$ cat src/rtl/psg_reg_decoder_pkg.sv
// Shared types and constants for the PSG register front end.
package psg_pkg;

   typedef enum logic {TONE = 1'b0, ATTN = 1'b1} psg_reg_t;

   typedef enum logic {S_IDLE = 1'b0, S_BUSY = 1'b1} sched_state_t;

   localparam int NUM_TONE = 3;
   localparam int NOISE_CH = 3;
   localparam logic [3:0] ATTN_SILENT = 4'hF;

   // A zero period would make the downstream divider divide by zero.
   function automatic logic [9:0] present_period(input logic [9:0] p);
      return (p == 10'd0) ? 10'd1 : p;
   endfunction

endpackage

$ cat src/rtl/psg_reg_decoder_load_scheduler.sv
// Rate-limits tone load pulses so each divider finishes before the next load.
//   state  | meaning
//   S_IDLE | no load in flight; a request loads at once
//   S_BUSY | counting down; requests are folded into pending
module load_scheduler
   import psg_pkg::*;
#(
   parameter int DIV_CYCLES = 20
) (
   input  logic clk,
   input  logic reset,
   input  logic req,
   output logic load
);

   localparam int CNT_W = (DIV_CYCLES > 1) ? $clog2(DIV_CYCLES) : 1;
   localparam logic [CNT_W-1:0] RELOAD = CNT_W'(DIV_CYCLES - 1);

   sched_state_t     state_q, state_d;
   logic [CNT_W-1:0] cnt_q, cnt_d;
   logic             pending_q, pending_d;
   logic             load_q, load_d;

   always_comb begin
      state_d   = state_q;
      cnt_d     = cnt_q;
      pending_d = pending_q;
      load_d    = 1'b0;
      case (state_q)
         S_IDLE: begin
            if (req) begin
               load_d  = 1'b1;
               state_d = S_BUSY;
               cnt_d   = RELOAD;
            end
         end
         S_BUSY: begin
            if (cnt_q != '0) begin
               cnt_d = cnt_q - 1'b1;
               if (req) pending_d = 1'b1;
            end else if (pending_q || req) begin
               load_d    = 1'b1;
               pending_d = 1'b0;
               cnt_d     = RELOAD;
            end else begin
               state_d = S_IDLE;
            end
         end
         default: state_d = S_IDLE;
      endcase
   end

   always_ff @(posedge clk or negedge reset) begin
      if (!reset) begin
         state_q   <= S_IDLE;
         cnt_q     <= '0;
         pending_q <= 1'b0;
         load_q    <= 1'b0;
      end else begin
         state_q   <= state_d;
         cnt_q     <= cnt_d;
         pending_q <= pending_d;
         load_q    <= load_d;
      end
   end

   assign load = load_q;

endmodule

$ cat src/rtl/psg_reg_decoder.sv
// SN76489-style latch/data byte decoder with per-channel tone load scheduling
// and the shared sample tick.
module psg_reg_decoder
   import psg_pkg::*;
#(
   parameter int DIV_CYCLES = 20,
   parameter int SAMPLE_DIV = 2268
) (
   input  logic                      clk,
   input  logic                      reset,
   input  logic                      psg_en,
   input  logic                      wr_en,
   input  logic [7:0]                wr_data,
   output logic [NUM_TONE-1:0][9:0]  tone_freq,
   output logic [NUM_TONE-1:0]       tone_load,
   output logic [3:0][3:0]           attn,
   output logic [2:0]                noise_ctrl,
   output logic                      noise_rst,
   output logic                      acquire
);

   localparam int TICK_W = (SAMPLE_DIV > 1) ? $clog2(SAMPLE_DIV) : 1;
   localparam logic [TICK_W-1:0] TICK_LAST = TICK_W'(SAMPLE_DIV - 1);

   logic [NUM_TONE-1:0][9:0] freq_q, freq_d;
   logic [NUM_TONE-1:0][9:0] tone_freq_q, tone_freq_d;
   logic [3:0][3:0]          attn_q, attn_d;
   logic [2:0]               noise_q, noise_d;
   logic                     noise_rst_q, noise_rst_d;
   logic [1:0]               lat_ch_q, lat_ch_d;
   psg_reg_t                 lat_type_q, lat_type_d;
   logic [TICK_W-1:0]        tick_q, tick_d;
   logic                     acquire_q, acquire_d;
   logic [NUM_TONE-1:0]      tone_req;
   logic [1:0]               ch;
   psg_reg_t                 typ;

   // Latch bytes carry their own target; data bytes reuse the latched one.
   always_comb begin
      freq_d      = freq_q;
      attn_d      = attn_q;
      noise_d     = noise_q;
      noise_rst_d = 1'b0;
      lat_ch_d    = lat_ch_q;
      lat_type_d  = lat_type_q;
      tone_req    = '0;
      ch          = wr_data[7] ? wr_data[6:5] : lat_ch_q;
      typ         = wr_data[7] ? psg_reg_t'(wr_data[4]) : lat_type_q;
      if (wr_en) begin
         if (wr_data[7]) begin
            lat_ch_d   = wr_data[6:5];
            lat_type_d = psg_reg_t'(wr_data[4]);
         end
         if (typ == ATTN) begin
            attn_d[ch] = wr_data[3:0];
         end else if (ch == 2'(NOISE_CH)) begin
            noise_d     = wr_data[2:0];
            noise_rst_d = 1'b1;
         end else begin
            for (int i = 0; i < NUM_TONE; i++) begin
               if (ch == 2'(i)) begin
                  if (wr_data[7]) freq_d[i][3:0] = wr_data[3:0];
                  else            freq_d[i][9:4] = wr_data[5:0];
                  tone_req[i] = 1'b1;
               end
            end
         end
      end
      for (int i = 0; i < NUM_TONE; i++) begin
         tone_freq_d[i] = present_period(freq_d[i]);
      end
   end

   always_comb begin
      tick_d    = '0;
      acquire_d = 1'b0;
      if (psg_en) begin
         tick_d    = (tick_q == TICK_LAST) ? '0 : tick_q + 1'b1;
         acquire_d = (tick_q == TICK_LAST);
      end
   end

   always_ff @(posedge clk or negedge reset) begin
      if (!reset) begin
         freq_q      <= '0;
         tone_freq_q <= {NUM_TONE{10'd1}};
         attn_q      <= {4{ATTN_SILENT}};
         noise_q     <= '0;
         noise_rst_q <= 1'b0;
         lat_ch_q    <= '0;
         lat_type_q  <= TONE;
         tick_q      <= '0;
         acquire_q   <= 1'b0;
      end else begin
         freq_q      <= freq_d;
         tone_freq_q <= tone_freq_d;
         attn_q      <= attn_d;
         noise_q     <= noise_d;
         noise_rst_q <= noise_rst_d;
         lat_ch_q    <= lat_ch_d;
         lat_type_q  <= lat_type_d;
         tick_q      <= tick_d;
         acquire_q   <= acquire_d;
      end
   end

   for (genvar g = 0; g < NUM_TONE; g++) begin : g_sched
      load_scheduler #(
         .DIV_CYCLES (DIV_CYCLES)
      ) u_sched (
         .clk   (clk),
         .reset (reset),
         .req   (tone_req[g]),
         .load  (tone_load[g])
      );
   end

   assign tone_freq  = tone_freq_q;
   assign attn       = attn_q;
   assign noise_ctrl = noise_q;
   assign noise_rst  = noise_rst_q;
   assign acquire    = acquire_q;

endmodule

$ cat config.mk
export PLATFORM = sky130hd
export DESIGN_NAME = psg_reg_decoder
export DESIGN_NICKNAME = d
export VERILOG_FILES = /design/src/rtl/psg_reg_decoder_pkg.sv /design/src/rtl/psg_reg_decoder_load_scheduler.sv /design/src/rtl/psg_reg_decoder.sv
export SDC_FILE = /design/constraint.sdc
export NUM_CORES = 1
export LEC_CHECK = 0
export CELL_PAD_IN_SITES_DETAIL_PLACEMENT = 1
export CELL_PAD_IN_SITES_GLOBAL_PLACEMENT = 1
export CORE_AREA = 4 4 131 145
export CTS_CLUSTER_DIAMETER = 40
export CTS_CLUSTER_SIZE = 20
export DETAILED_ROUTE_END_ITERATION = 16
export DIE_AREA = 0 0 135 149
export HOLD_SLACK_MARGIN = 0.12
export PLACE_DENSITY_LB_ADDON = 0.1
export SKIP_LAST_GASP = 1
export SYNTH_ARGS = -nofsm -noshare
export SYNTH_HDL_FRONTEND = slang
export SYNTH_SLANG_ARGS = --single-unit
$ cat constraint.sdc
create_clock -name clk -period 2 [get_ports clk]
set_input_delay 0.6 -clock clk [delete_from_list [all_inputs] [get_ports clk]]
set_output_delay 0.6 -clock clk [all_outputs]
set_load 0.03 [all_outputs]
After elaboration in Yosys (flattened, before gate mapping):

Index checks and enable logic that the tools add are counted.
W data, S select, Z words.

* output and inout bits: 54
* register bits: 120

* bitwise gates (word level): 4
* magnitude comparators: 2
* reduce and logical (&&, ||, !) cells: 22
* equality and inequality tests: 13
* add/sub/neg operators: 4
* muxes and demuxes: 71

Operators with widths (count)
* $mux W30: 3
* $mux W10: 6
* $mux W5: 9
* $logic_not A10 Y1: 3
* $pmux W5 S2: 3
* $mux W1: 29
* $mux W12: 2
* $mux W6: 3
* $bwmux W16: 1
* $mux W4: 4
* $reduce_bool A5 Y1: 3
* $sub A5 B1 Y5 const B: 3
* $add A12 B1 Y12 const B: 1
* $eq A12 B12 Y1 const B: 1
* $ne A2 B2 Y1 const B: 6
* $pmux W1 S2: 6
* $reduce_and A3 Y1: 4
* $mux W3: 3
* $ne A3 B3 Y1 const B: 3
* $demux W4 S2: 1
* $reduce_and A2 Y1: 4
* $reduce_bool A2 Y1: 3
* $eq A2 B2 Y1 const B: 2
* $not A1 Y1: 4
* other kinds (7): 9

Logic depth before layout (Yosys ltp):

Gate-level depths: netlist (run 1).

* word-level depth: 10
* gate-level depth with buffers: 7
* depth with buffers taken out: 6

Cells and area by module:

Synthesis (run 1) repeated with hierarchy kept, for this count alone.

* cells, all modules: 416
* area, all modules: 5185.0 µm²

By module, submodules not included
* psg_reg_decoder: times used 1, area each 4051.4 µm², cells each 302
* load_scheduler: times used 3, area each 377.9 µm², cells each 38

Worst setup path before layout (run 1):

OpenSTA, ideal clock, no wires.

* path kind: input to register
* start point: input port wr_data[4]
* end point: register tone_freq_q (netlist bit tone_freq[0])
* slack: -0.194 ns
* arrival time: 2.097 ns
* buffers on the path: 1
* stages on the path: 5
* cell sequence: clkbuf_1 > nand3b_1 > nor3_2 > mux2_2 > o41ai_2

RTL lines
* start, declared: RTL line psg_reg_decoder.sv:13 `input logic [7:0] wr_data,`
* end signal, assigned: RTL line psg_reg_decoder.sv:86 `tone_freq_q <= {NUM_TONE{10'd1}};`
* end signal, assigned: RTL line psg_reg_decoder.sv:96 `tone_freq_q <= tone_freq_d;`
* end, declared: RTL line psg_reg_decoder.sv:26 `logic [NUM_TONE-1:0][9:0] tone_freq_q, tone_freq_d;`

Worst setup path in the final report (run 1):

* start point: register attn_q (netlist bit attn[4])
* end point: output port attn[4] (netlist bit)

RTL lines
* start, declared: RTL line psg_reg_decoder.sv:27 `logic [3:0][3:0] attn_q, attn_d;`
* start signal, assigned: RTL line psg_reg_decoder.sv:87 `attn_q <= {4{ATTN_SILENT}};`
* start signal, assigned: RTL line psg_reg_decoder.sv:97 `attn_q <= attn_d;`
* end, declared: RTL line psg_reg_decoder.sv:16 `output logic [3:0][3:0] attn,`

No word-level cell between the ends.

==> impl_table.tex, run 1 <==
\begin{tabular}{lr}
\hline
Metric & Value \\
\hline
\multicolumn{2}{l}{\textbf{Routing}} \\
Number of detailed-route iterations in the first pass & 4 \\
Residual DRC count & 0 \\
Vias per inst & 4.533 \\
Detail-routed net length per standard cell & 15.87 um \\
Number of violations reported at the end of detailed-routing iteration 0 & 104 \\
Remaining antenna violation count & 0 \\
Vias post-DR & 3513 \\
WL final & 12300 um \\
\multicolumn{2}{l}{\textbf{Job}} \\
Max-Cap Viols & 0 \\
\multicolumn{2}{l}{\textbf{STA}} \\
Clock Skews & 5.816 ps \\
Time the worst path needs with I/O delays and setup & 1943 ps \\
Worst relative slew slack & 63.58\% \\
Number of pins with negative max-slew slack in the final report & 0 \\
Worst-margin pin slew & 543.9 ps \\
F\_max & 0.5146 GHz \\
Setup TNS & 0 ps \\
RSZ-0062 raised after global routing & false \\
Share of the clock period used by the worst path & 97.16\% \\
Final number of setup-violating endpoints & 0 \\
Final Hold Fails & 0 \\
\multicolumn{2}{l}{\textbf{Worst setup path}} \\
Critical path's top delay family & flip-flops \\
CP endpoint kind & output port \\
Cell chain of the critical path & dlygate4sd2\_1 \\
Launching element of the worst setup path & attn[4] \\
CP max FO & 2 \\
CP peak stage delay & 520 ps \\
Cell at the slowest stage of the critical path & dfstp\_2 \\
Startpoint of the worst-slack reg-to-reg timing path & g\_sched[2].u\_sched.cnt\_q[0] \\
Setup CP Type & flop to output port \\
Data required time of the worst path & 1400 ps \\
Arrival time of data at the critical path endpoint & 1340 ps \\
WP buf/inv & 1 \\
Startpoint kind of the worst setup timing path & flop \\
\multicolumn{2}{l}{\textbf{Status}} \\
Outcome & finished, final reports clean \\
\multicolumn{2}{l}{\textbf{Layout}} \\
Nets & 540 \\
Area growth from synthesis to final layout & 34.80\% \\
Highest-count cells in the layout ignoring fill and taps & 101 x dfrtp\_1, 78 x mux2\_2, 56 x dlygate4sd2\_1 \\
FILL cells & 1881 \\
Layout Utilization & 39.88\% \\
\# diodes & 0 \\
Layout Cells excl Fill & 775 \\
Fraction of final layout cells with drive strength greater than 1 & 35.94\% \\
Final instance area & 6998 um\^{}2 \\
Most common library cell in the layout ignoring fill and taps & dfrtp\_1 \\
\multicolumn{2}{l}{\textbf{Synthesis}} \\
Flip-flop cell with the highest count after synthesis & dfrtp\_1 \\
Mapped Nets & 429 \\
Synth top area share & 48.69\% \\
Synth Cell Area & 5191 um\^{}2 \\
Synth top area cells & dfrtp\_1 49\%, mux2\_2 17\%, dfstp\_2 9.6\% \\
Portion of the post-synthesis area used by sequential elements & 58.30\% \\
Distinct cells, synth & 51 \\
Average size of a mapped cell & 12.57 um\^{}2 \\
Count of flip-flops with a built-in enable after synthesis & 0 \\
Yosys reg bits & 120 \\
Count of mapped cells out of synthesis & 413 \\
Count of yosys warnings during synthesis & 0 \\
Async set-reset flop share out of synthesis & 100.0\% \\
Cell type contributing the most total cell area after synthesis & dfrtp\_1 \\
\multicolumn{2}{l}{\textbf{Clock tree}} \\
Clk Tree Root Cell & clkbuf\_16 \\
Clk sinks & 120 \\
Insertion delay to the later sink of the worst-skew pair & 410 ps \\
Number of H-tree levels & 4 \\
Number of buffers between clock root and the deepest sink & 2 \\
Clock-pin slew of the registers on the worst-case setup and hold paths & 50 ps \\
Inserted Clock Buffers & 17 \\
CTS tree & yes \\
Count of hold-fix buffers inserted at cts & 0 \\
\multicolumn{2}{l}{\textbf{Placement}} \\
IO Port Bufs & 65 \\
Placed cell areas & 6422 um\^{}2 \\
HPWL after DPL & 8709 um \\
Final weighted congestion in routability-driven placement & 0.7751 \\
Cell Count Post-Placement & 740 \\
\multicolumn{2}{l}{\textbf{Floorplan}} \\
Std-Cell Core Area & 17550 um\^{}2 \\
Number of rows created at floorplan & 51 \\
Chip width & 135 um \\
IO Count & 66 \\
Floorplan die area & 20120 um\^{}2 \\
Die Y-Extent & 149 um \\
Starting utilization of the core area & 29.58\% \\
\multicolumn{2}{l}{\textbf{Min path}} \\
Path class of the lowest-slack min-delay path & input pin to async pin \\
\multicolumn{2}{l}{\textbf{Power}} \\
Power per Cell Area & 1409 nW/um\^{}2 \\
Final total power & 9.860 mW \\
Cell leakage power & 3.274 nW \\
Worst vdd ir & 0.6288 mV \\
\multicolumn{2}{l}{\textbf{Global route}} \\
GRT Residual Overflow & 0 \\
Global-route wire length before repair & 20470 um \\
Maximum number of pins on one net before global-route repair & 35 \\
Number of global-route vias before repair & 3892 \\
Overall routing resource usage & 13.13\% \\
Initial antenna violation count & 0 \\
\hline
\end{tabular}
final cells by class:
cell class                 count  area (um^2)  area share, %
tap                          238        297.8          4.255
inverter                      15        56.30         0.8046
clock buffer                  27        576.8          8.242
clock inverter                 5        27.53         0.3933
timing repair buffer         117        998.5          14.27
sequential                   120         3027          43.25
multi-input combinational    253         2014          28.79
metal layers:
layer / up-vias / global-route usage (%) / wire length [um]
met5: - / 0 / 0
met4: 0 / 4.839 / 170
met3: 13 / 3.812 / 388
met2: 46 / 21.12 / 6078
met1: 1785 / 16.87 / 5660
li1: 1669 / - / -
worst paths after layout:
kind	cells after the start	slack [ps]	endpoint
setup reg to reg	6	140	g_sched[2].u_sched.cnt_q[1]
hold / removal	1	150	acquire
setup / recovery	1	60	attn[4]
max in group asynchronous	2	1220	tone_freq[0]
min in group clk	1	460	tick_q[0]
hold reg to reg	1	460	tick_q[0]
cell usage after synthesis (6+ instances only):
library cell  instances
mux2i_1               9
nor2_1               24
a31oi_1               6
clkbuf_1             15
inv_1                15
nor3_1               12
dfrtp_1             101
nand3_1              10
dfstp_2              19
mux2_2               78
nand2_1              23
a21oi_1               6
o21ai_0               9
metrics by stage:
| stage | setup slack [ps] | hold WS, ps |
|---|---|---|
| after floorplan | -70.12 | 304.4 |
| after global placement | -533.4 | 449.6 |
| after detailed placement | -587.4 | 455.1 |
| after CTS | -8.032 | 144.7 |
| after global routing | 5.189 | 170.8 |
| final | 56.86 | 148.4 |
kinds of logic (layout without fill, tap and decap cells):
family / after synthesis / after routing / synth area share, %
DFF: 120 / 120 / 58.30
buffers and inverters: 40 / 164 / 3.278
muxes: 87 / 87 / 18.66
and+or+nand+nor: 112 / 112 / 11.88
xor gates and xnor gates: 10 / 10 / 1.687
AOI/OAI and AO/OA: 40 / 40 / 5.231
adders and majority gates: 4 / 4 / 0.9641
sequential cells by signal (all words and copies together) (netlist names):
name	flops
freq_q	30
tone_freq	30
attn	16
g_sched.u_sched.cnt_q	15
tick_q	12
g_sched.u_sched.load	3
g_sched.u_sched.pending_q	3
g_sched.u_sched.state_q	3
noise_ctrl	3
lat_ch_q	2
acquire	1
lat_type_q	1
noise_rst	1
power breakdown:
| part | total (mW) | internal [mW] | leakage (nW) | switching [mW] |
|---|---|---|---|---|
| Sequential | 3.83 | 3.34 | 1.45 | 0.497 |
| Clock | 3.01 | 1.96 | 0.301 | 1.05 |
| Combinational | 3.01 | 1.33 | 1.52 | 1.69 |
| Total | 9.86 | 6.63 | 3.27 | 3.23 |
what timing repair did:
action                     in CTS  in global routing
setup endpoints to repair      95                 10
pin swaps                       0                  2
setup buffers                   0                  3
gates resized for setup        58                  8
Note: power is estimated with default switching activity, not from simulation.
==> run 2, diff against run 1 <==
- CAP_MARGIN: unset -> 20
- SETUP_SLACK_MARGIN: unset -> 0.4
==> impl_table.tex, run 2 (same netlist as run 1, synthesis figures left out) <==
\begin{tabular}{lr}
\hline
Metric & Value \\
\hline
\multicolumn{2}{l}{\textbf{Status}} \\
Outcome & finished, final reports clean \\
\multicolumn{2}{l}{\textbf{Layout}} \\
Nets & 557 (+3.1\%) \\
Flip-flop and latch area & 3027 um\^{}2 (unchanged) \\
FILL cells & 1861 (-1.1\%) \\
Final instance area & 7428 um\^{}2 (+6.2\%) \\
Highest-count cells in the layout ignoring fill and taps & 101 x dfrtp\_1, 62 x mux2\_2, 56 x buf\_4 \\
Area growth from synthesis to final layout & 43.09\% \\
Fraction of final layout cells with drive strength greater than 1 & 54.15\% (+18 points) \\
Layout Utilization & 42.33\% (+2.5 points) \\
\# diodes & 0 (unchanged) \\
Total area of multi-input combinational cells & 2297 um\^{}2 (+14\%) \\
Most common library cell in the layout ignoring fill and taps & dfrtp\_1 \\
\multicolumn{2}{l}{\textbf{Global route}} \\
Top Usage Layer GRT & met2 \\
Global-route wire length before repair & 22550 um (+10\%) \\
Number of global-route vias before repair & 4083 (+4.9\%) \\
GR Util met2 & 24.67\% (+3.6 points) \\
Maximum number of pins on one net before global-route repair & 80 (+130\%) \\
Met3 capacity usage during global routing & 3.711\% (-0.10 points) \\
GRT Residual Overflow & 0 (unchanged) \\
Overall routing resource usage & 14.55\% (+1.4 points) \\
Initial antenna violation count & 0 (unchanged) \\
Met1 usage & 17.96\% (+1.1 points) \\
\multicolumn{2}{l}{\textbf{STA}} \\
Time the worst path needs with I/O delays and setup & 1743 ps (-200.0 ps) \\
Clock Skews & 7.037 ps (+1.220 ps) \\
Final Hold Fails & 0 (unchanged) \\
Worst-margin pin slew & 547.0 ps (+3.077 ps) \\
Final number of setup-violating endpoints & 0 (unchanged) \\
RSZ-0062 raised after global routing & true \\
Worst hold slack across all endpoints & 204.3 ps (+55.89 ps) \\
Number of pins with negative max-slew slack in the final report & 0 (unchanged) \\
F\_max & 0.5737 GHz (+11\%) \\
Worst relative slew slack & 63.54\% (about the same) \\
Worst-case setup margin in the final layout & 256.9 ps (+200.0 ps) \\
Share of the clock period used by the worst path & 87.16\% (-10 points) \\
\multicolumn{2}{l}{\textbf{Routing}} \\
WL final & 13540 um (+10\%) \\
Vias per inst & 4.615 (+1.8\%) \\
Number of detailed-route iterations in the first pass & 4 (unchanged) \\
Residual DRC count & 0 (unchanged) \\
Detail-routed net length per standard cell & 17.09 um (+7.7\%) \\
Vias post-DR & 3655 (+4.0\%) \\
Number of violations reported at the end of detailed-routing iteration 0 & 96 (-7.7\%) \\
Remaining antenna violation count & 0 (unchanged) \\
\multicolumn{2}{l}{\textbf{Min path}} \\
Path class of the lowest-slack min-delay path & input pin to async pin \\
\multicolumn{2}{l}{\textbf{Power}} \\
Power per Cell Area & 1439 nW/um\^{}2 (+2.1\%) \\
Worst vdd ir & 0.6371 mV (+1.3\%) \\
Cell leakage power & 3.456 nW (+5.6\%) \\
\multicolumn{2}{l}{\textbf{Placement}} \\
Dpl ws & -505.3 ps (+82.13 ps) \\
HPWL after DPL & 9056 um (+4.0\%) \\
Final weighted congestion in routability-driven placement & 0.7556 (-2.5\%) \\
IO Port Bufs & 65 (unchanged) \\
Placed cell areas & 6415 um\^{}2 (-0.12\%) \\
\multicolumn{2}{l}{\textbf{Floorplan}} \\
Die Y-Extent & 149 um (unchanged) \\
Chip width & 135 um (unchanged) \\
Starting utilization of the core area & 29.58\% (unchanged) \\
Std-Cell Core Area & 17550 um\^{}2 (unchanged) \\
Floorplan die area & 20120 um\^{}2 (unchanged) \\
IO Count & 66 (unchanged) \\
Number of rows created at floorplan & 51 (unchanged) \\
\multicolumn{2}{l}{\textbf{Clock tree}} \\
Inserted Clock Buffers & 17 (unchanged) \\
Number of H-tree levels & 4 (unchanged) \\
Clk sinks & 120 (unchanged) \\
Count of hold-fix buffers inserted at cts & 0 (unchanged) \\
Insertion delay to the later sink of the worst-skew pair & 410 ps (about the same) \\
CTS tree & yes \\
Number of buffers between clock root and the deepest sink & 2 (unchanged) \\
Clock-pin slew of the registers on the worst-case setup and hold paths & 50 ps (about the same) \\
Clk Tree Root Cell & clkbuf\_16 \\
\multicolumn{2}{l}{\textbf{Worst setup path}} \\
CP max FO & 5 (+3) \\
Setup CP Type & input pin to flop \\
Startpoint of the worst-slack reg-to-reg timing path & g\_sched[0].u\_sched.cnt\_q[1] \\
Launching element of the worst setup path & wr\_data[7] \\
CP endpoint kind & flop \\
Arrival time of data at the critical path endpoint & 2060 ps (+720 ps) \\
Startpoint kind of the worst setup timing path & input pin \\
Data required time of the worst path & 2320 ps (+920 ps) \\
\multicolumn{2}{l}{\textbf{Job}} \\
Max-Cap Viols & 0 (unchanged) \\
\hline
\end{tabular}
==> run 2: cell count changes in the layout (fill, tap and decap cells not counted), sizes merged <==
cell,previous run,this run
buf,53,127
bufinv,0,2
clkbuf,27,23
clkdlybuf4s15,0,2
clkdlybuf4s50,6,2
clkinv,4,5
clkinvlp,1,2
dlygate4sd2,56,0
dlymetal6s2s,2,3
==> run 2: path summary, 6_finish.rpt <==
path                                                to  slack, ps  cells past startpoint
min reg2reg                                  tick_q[0]        460                      1
max                                       tone_freq[0]        260                      6
max reg2reg                g_sched[0].u_sched.cnt_q[0]        270                      6
min in group clk                             tick_q[0]        460                      1
min                                         tick_q[10]        200                      2
max in group asynchronous                      attn[6]       1320                      2
==> run 2: cell type report <==
type / instances / share of cell area (%)
inverters: 15 / 0.7580
clock inverters: 9 / 1.347
well taps: 238 / 4.009
multi-input cells: 253 / 30.92
repair buffers: 134 / 15.92
flip-flops and latches: 120 / 40.74
clock buffers: 23 / 6.299
==> run 2: routing by layer <==
| layer | vias up | wire length, um | part of all wire [%] |
|---|---|---|---|
| li1 | 1711 | - | - |
| met1 | 1866 | 5867 | 43 |
| met2 | 61 | 7000 | 52 |
| met3 | 17 | 448 | 3.3 |
| met4 | 0 | 221 | 1.6 |
| met5 | - | 0 | 0 |
==> run 2: metrics by stage <==
stage          instances  TNS, ps  total power [mW]
2_1_floorplan        413   -335.8             5.878
3_3_place_gp         731   -31790             7.158
3_5_place_dp         731   -33620             7.248
4_1_cts              783        0             10.60
5_1_grt              792        0             11.32
6_report             792        0             10.69
==> run 2: repair_timing <==
item                                    in CTS  in global routing
endpoints found under the setup margin     158                 98
hold endpoints to repair                     0                  0
pin swaps                                   16                 16
setup buffers                               18                  9
cloned                                       2                  0
gates resized for setup                    383                 47
==> run 2: power by group <==
group / internal [mW] / switching, mW / total [mW]
Combinational: 1.88 / 1.87 / 3.74
Sequential: 3.34 / 0.637 / 3.98
Clock: 1.89 / 1.08 / 2.97
==> run 2: critical path, cell delays in order <==
cell and delay [ps]:
buf_4 130, buf_6 120, nor3b_4 200, or3b_4 440, a32o_2 260, o41ai_2 310
